<file path="config.mk">
export PLATFORM = sky130hd
export DESIGN_NAME = apb_req_arbiter
export DESIGN_NICKNAME = d
export VERILOG_FILES = /design/src/rtl/apb_req_arbiter.sv
export SDC_FILE = /design/constraint.sdc
export NUM_CORES = 1
export LEC_CHECK = 0
export CORE_AREA = 4 4 161 163
export CTS_CLUSTER_DIAMETER = 80
export DETAILED_ROUTE_END_ITERATION = 8
export DIE_AREA = 0 0 165 167
export GPL_TIMING_DRIVEN = 0
export PLACE_DENSITY = 0.63
export SLEW_MARGIN = 20
export SYNTH_ARGS = -nofsm -noshare
export SYNTH_HDL_FRONTEND = slang
export SYNTH_SLANG_ARGS = --single-unit
</file>
<file path="constraint.sdc">
create_clock -name clk -period 4.85 [get_ports clk]
set_input_delay 0.7275 -clock clk [delete_from_list [all_inputs] [get_ports clk]]
set_output_delay 0.7275 -clock clk [all_outputs]
set_load 0.005 [all_outputs]
</file>
<file path="src/rtl/apb_req_arbiter.sv">
// Round-robin arbiter sharing one APB master command port between NUM_REQ requesters.
// Define APB_ARB_FIXED_PRIO_EN to replace round-robin with fixed priority (lowest index wins).
module apb_req_arbiter #(
   parameter int NUM_REQ    = 4,
   parameter int ADDR_WIDTH = 32,
   parameter int DATA_WIDTH = 32
) (
   input  logic                           clk,
   input  logic                           rst_n,
   input  logic [NUM_REQ-1:0]             req_valid,
   input  logic [NUM_REQ-1:0]             req_wr,
   input  logic [2*NUM_REQ-1:0]           req_dsel,
   input  logic [NUM_REQ*ADDR_WIDTH-1:0]  req_addr,
   input  logic [NUM_REQ*DATA_WIDTH-1:0]  req_wdata,
   output logic [NUM_REQ-1:0]             req_gnt,
   output logic [NUM_REQ-1:0]             req_done,
   output logic [DATA_WIDTH-1:0]          req_rdata,
   output logic                           busy,
   output logic                           m_trnsfr,
   output logic                           m_wr,
   output logic [1:0]                     m_dsel,
   output logic [ADDR_WIDTH-1:0]          m_address,
   output logic [DATA_WIDTH-1:0]          m_data_in,
   input  logic [DATA_WIDTH-1:0]          m_data_out,
   input  logic                           m_penable,
   input  logic                           m_pready
);

   localparam int IDX_W = $clog2(NUM_REQ);

   typedef enum logic [1:0] {
      IDLE  = 2'd0,
      ISSUE = 2'd1,
      WAIT  = 2'd2,
      RESP  = 2'd3
   } state_t;

   state_t                  state_q, state_d;
   logic [IDX_W-1:0]        win_q, win_d;
   logic                    wr_q, wr_d;
   logic [1:0]              dsel_q, dsel_d;
   logic [ADDR_WIDTH-1:0]   addr_q, addr_d;
   logic [DATA_WIDTH-1:0]   wdata_q, wdata_d;
   logic [DATA_WIDTH-1:0]   rdata_q, rdata_d;

   logic [NUM_REQ-1:0]      pickVec;
   logic [IDX_W-1:0]        selIdx;
   logic                    selWr;
   logic [1:0]              selDsel;
   logic [ADDR_WIDTH-1:0]   selAddr;
   logic [DATA_WIDTH-1:0]   selWdata;
   logic                    cmdActive;

`ifndef APB_ARB_FIXED_PRIO_EN
   logic [IDX_W-1:0]        rr_ptr_q, rr_ptr_d;
   logic [NUM_REQ-1:0]      upperMask;
   logic [NUM_REQ-1:0]      upperReq;
`endif

   // Winner: lowest set bit of the candidate vector. In round-robin mode the
   // candidates are the requests at or above rr_ptr, falling back to all of them.
   always_comb begin
      pickVec = req_valid;
`ifndef APB_ARB_FIXED_PRIO_EN
      upperMask = '0;
      for (int i = 0; i < NUM_REQ; i++) begin
         upperMask[i] = (i >= int'(rr_ptr_q));
      end
      upperReq = req_valid & upperMask;
      if (|upperReq) begin
         pickVec = upperReq;
      end
`endif
      selIdx   = '0;
      selWr    = 1'b0;
      selDsel  = '0;
      selAddr  = '0;
      selWdata = '0;
      for (int i = NUM_REQ - 1; i >= 0; i--) begin
         if (pickVec[i]) begin
            selIdx   = IDX_W'(i);
            selWr    = req_wr[i];
            selDsel  = req_dsel[2*i +: 2];
            selAddr  = req_addr[i*ADDR_WIDTH +: ADDR_WIDTH];
            selWdata = req_wdata[i*DATA_WIDTH +: DATA_WIDTH];
         end
      end
   end

   always_comb begin
      state_d = state_q;
      win_d   = win_q;
      wr_d    = wr_q;
      dsel_d  = dsel_q;
      addr_d  = addr_q;
      wdata_d = wdata_q;
      rdata_d = rdata_q;
`ifndef APB_ARB_FIXED_PRIO_EN
      rr_ptr_d = rr_ptr_q;
`endif
      case (state_q)
         IDLE: begin
            if (|req_valid) begin
               state_d = ISSUE;
               win_d   = selIdx;
               wr_d    = selWr;
               dsel_d  = selDsel;
               addr_d  = selAddr;
               wdata_d = selWdata;
            end
         end
         ISSUE: begin
            state_d = WAIT;
         end
         WAIT: begin
            if (m_penable && m_pready) begin
               rdata_d = m_data_out;
               state_d = RESP;
            end
         end
         RESP: begin
            state_d = IDLE;
`ifndef APB_ARB_FIXED_PRIO_EN
            rr_ptr_d = (win_q == IDX_W'(NUM_REQ - 1)) ? '0 : win_q + IDX_W'(1);
`endif
         end
         default: begin
            state_d = IDLE;
         end
      endcase
   end

   always_ff @(posedge clk or negedge rst_n) begin
      if (!rst_n) begin
         state_q  <= IDLE;
         win_q    <= '0;
         wr_q     <= 1'b0;
         dsel_q   <= '0;
         addr_q   <= '0;
         wdata_q  <= '0;
         rdata_q  <= '0;
`ifndef APB_ARB_FIXED_PRIO_EN
         rr_ptr_q <= '0;
`endif
      end else begin
         state_q  <= state_d;
         win_q    <= win_d;
         wr_q     <= wr_d;
         dsel_q   <= dsel_d;
         addr_q   <= addr_d;
         wdata_q  <= wdata_d;
         rdata_q  <= rdata_d;
`ifndef APB_ARB_FIXED_PRIO_EN
         rr_ptr_q <= rr_ptr_d;
`endif
      end
   end

   // Command lines are driven only while the master may be looking at them.
   always_comb begin
      cmdActive = (state_q == ISSUE) || (state_q == WAIT);
      busy      = (state_q != IDLE);
      m_trnsfr  = (state_q == ISSUE);
      m_wr      = cmdActive & wr_q;
      m_dsel    = cmdActive ? dsel_q  : '0;
      m_address = cmdActive ? addr_q  : '0;
      m_data_in = cmdActive ? wdata_q : '0;
      req_rdata = (state_q == RESP) ? rdata_q : '0;
      req_gnt   = '0;
      req_done  = '0;
      for (int i = 0; i < NUM_REQ; i++) begin
         req_gnt[i]  = (state_q == ISSUE) && (win_q == IDX_W'(i));
         req_done[i] = (state_q == RESP)  && (win_q == IDX_W'(i));
      end
   end

endmodule

</file>
==> run_results.csv <==
group,metric,value,unit
synthesis,syn-num-nets,1014,
worst_setup_path,path_class,"reg -> out",
clocking,clk_pin_slew,90,ps
synthesis,synth_cell_types,29,
clocking,root_buffer,"clkbuf_16",
global_route,antenna_found_initial,0,
floorplanning,die_w,165,um
pwr,power.leakage,4.27,nW
global_route,track_usage,20.4,%
clocking,cts-resized-gates,0,
worst_setup_path,worstPathRequired,4120,ps
clocking,cts_buffers,9,
run_status,status,"finished, final reports clean",
cells_and_area,finalNetCount,1442,
synthesis,synth_area,6390,um2
sta,setup_viol,0,
floorplanning,core,24300,um2
floorplanning,die-height,167,um
sta,clock_skew,11.2,ps
clocking,clk_path_buf_depth,2,
worst_setup_path,r2r_cells,7,
synthesis,ys_ff_latch,105,
sta,worstMarginPinSlew,737,ps
detailed_routing,wirelength,29700,um
floorplanning,row_count,57,
clocking,cts_setup_buffers,0,
clocking,clock_latency,360,ps
sta,fin_crit_sh,74.4,%
placement,placed_cells,1439,
run,cap_violations,0,
floorplanning,io_pins,417,
synthesis,synthTopCellsByArea,"dfrtp_1 (41%), and2_1 (11%), a221o_1 (10%)",
detailed_routing,ant_nets,0,
detailed_routing,drt-vias-per-instance,4.93,
sta,fmax,0.277,GHz
sta,final-hold-violation-count,0,
worst_setup_path,crit_arrival,2880,ps
clocking,cts_num_sinks,105,
cells_and_area,final_cell_mix,"clkdlybuf4s50_1 (415), and2_1 (108), dfrtp_1 (105), nor2_1 (72), nand2_1 (71)",
floorplanning,die_area,27600,um2
detailed_routing,first_iter_violations,356,
synthesis,synthCells,698,
cells_and_area,nFillCells,2424,
global_route,grt_pass1_vias,7280,
synthesis,ys_seq_area_share,41.1,%
floorplanning,start_util,26.3,%
sta,layout_min_cycle_time,3610,ps
cells_and_area,diodes,0,
worst_setup_path,critPathMaxFanout,10,
detailed_routing,route.detailed.drc,0,
sta,rsz0062_at_grt,"no",
clocking,cts.htree.levels,3,
synthesis,avgSynthCellArea,9.16,um2
worst_setup_path,r2r_slack,2300,ps
clocking,cts_hold_buf,0,
cells_and_area,drive_gt1_share,6.63,%
cells_and_area,area_delta_synth_final,76.9,%
placement,place.gp.congestion,0.857,
global_route,overflow,0,
worst_setup_path,cp-start-kind,"flop",
pwr,powerDensity,562,nW/um2
synthesis,yosysTopAreaCell,"dfrtp_1",
detailed_routing,wire_per_inst,20.4,um
placement,portBuffers,416,
cells_and_area,final_common_cell,"clkdlybuf4s50_1",
min_path,hold_path_class,"in -> async",
worst_setup_path,end_kind,"output port",
synthesis,yosys_warnings,0,
cells_and_area,fin_cells,1455,
sta,whs,305,ps
global_route,grt_first_pass_wirelength,43000,um
detailed_routing,vias,7175,
placement,hpwlAfterDp,23700,um
pwr,ir_worst_vdd,0.249,mV
sta,slew_headroom,50.7,%
clocking,cts_tree,"yes",
pwr,power,6.36,mW
detailed_routing,drt_pass1_iterations,5,
synthesis,yosys.area.top_type_share,41.1,%
sta,drv_slew,0,
global_route,grt_start_max_net_pins,56,
[through the flow]
step	worst slack, ps	area, um2	setup TNS (ps)	util (%)
after floorplan	2800	6390	0	-
after global placement	-1500	11000	-156560	45.1
after detailed placement	1450	11000	0	45.2
after CTS	1150	11300	0	46.5
after global routing	1030	11300	0	46.5
final	1240	11300	0	46.5
[path summary, 6_finish.rpt]
path	start	end
min	rst_n	addr_q[13]$_DFFE_PN0P_
min reg2reg	rdata_q[5]$_DFFE_PN0P_	rdata_q[5]$_DFFE_PN0P_
max reg2reg	rr_ptr_q[0]$_DFFE_PN0P_	addr_q[25]$_DFFE_PN0P_
max in group asynchronous	rst_n	wdata_q[9]$_DFFE_PN0P_
max	state_q[0]$_DFFE_PN0P_	m_data_in[2]
min in group clk	rdata_q[5]$_DFFE_PN0P_	rdata_q[5]$_DFFE_PN0P_
[synthesized netlist by cell type]
cell and instances:
nor4_1 1, a31oi_1 68, o22a_1 1, mux2_2 33
or3_1 1, nor2b_1 1, a21boi_1 1, buf_1 3
nand2b_1 1, nor2_1 72, o311ai_4 1, o311a_1 1
o211ai_1 67, nor4bb_1 1, a21oi_1 2, dfrtp_1 105
ha_1 8, buf_4 3, nand3_1 2, a311oi_1 1
inv_1 7, a22o_1 1, a221o_1 66, buf_2 20
clkbuf_1 45, and2_1 108, a22oi_1 2, nand2_1 71
o21ai_0 5
[worst max-delay path: stages (launching register included)]
cell,delay (ps)
dfrtp_1,400
inv_1,80
ha_1,390
clkbuf_1,570
clkbuf_1,360
and2_1,190
clkdlybuf4s50_1,540
[report_power, final]
group,switching (mW),internal (mW),leakage [nW]
Clock,0.426,0.385,0.156
Combinational,1.87,2.14,2.91
Sequential,0.212,1.33,1.20
Total,2.51,3.86,4.27
[state kept, by name, summed over array words and instances (netlist names)]
signal    cells
addr_q       32
dsel_q        2
rdata_q      32
rr_ptr_q      2
state_q       2
wdata_q      32
win_q         2
wr_q          1
[kinds of logic (layout without fill, tap and decap cells)]
family,after synthesis,after routing,share of synthesized area [%]
and+or+nand+nor,258,258,19.7
DFF,105,105,41.1
muxes,33,33,5.81
buffers and inverters,78,511,5.15
adders and majority gates,8,8,1.57
AOI/OAI and AO/OA,216,216,26.7
[per-layer routing]
metal	GRT usage, %	wire length, um	vias to the layer above
met1	24.7	11800	3413
li1	-	-	3436
met3	5.09	2320	29
met5	0	0	-
met2	36.0	15100	297
met4	5.10	507	0
[layout make-up]
type                       instances  area [um2]  area share [%]
inverter                           7        26.3           0.232
tap                              324         405            3.58
sequential                       105        2630            23.2
buffer                            71         303            2.68
clock inverter                     7        96.3           0.851
multi-input combinational        515        3440            30.4
timing repair buffer             417        4190            37.1
clock buffer                       9         225            1.99
(Power assumes the default switching activity.)
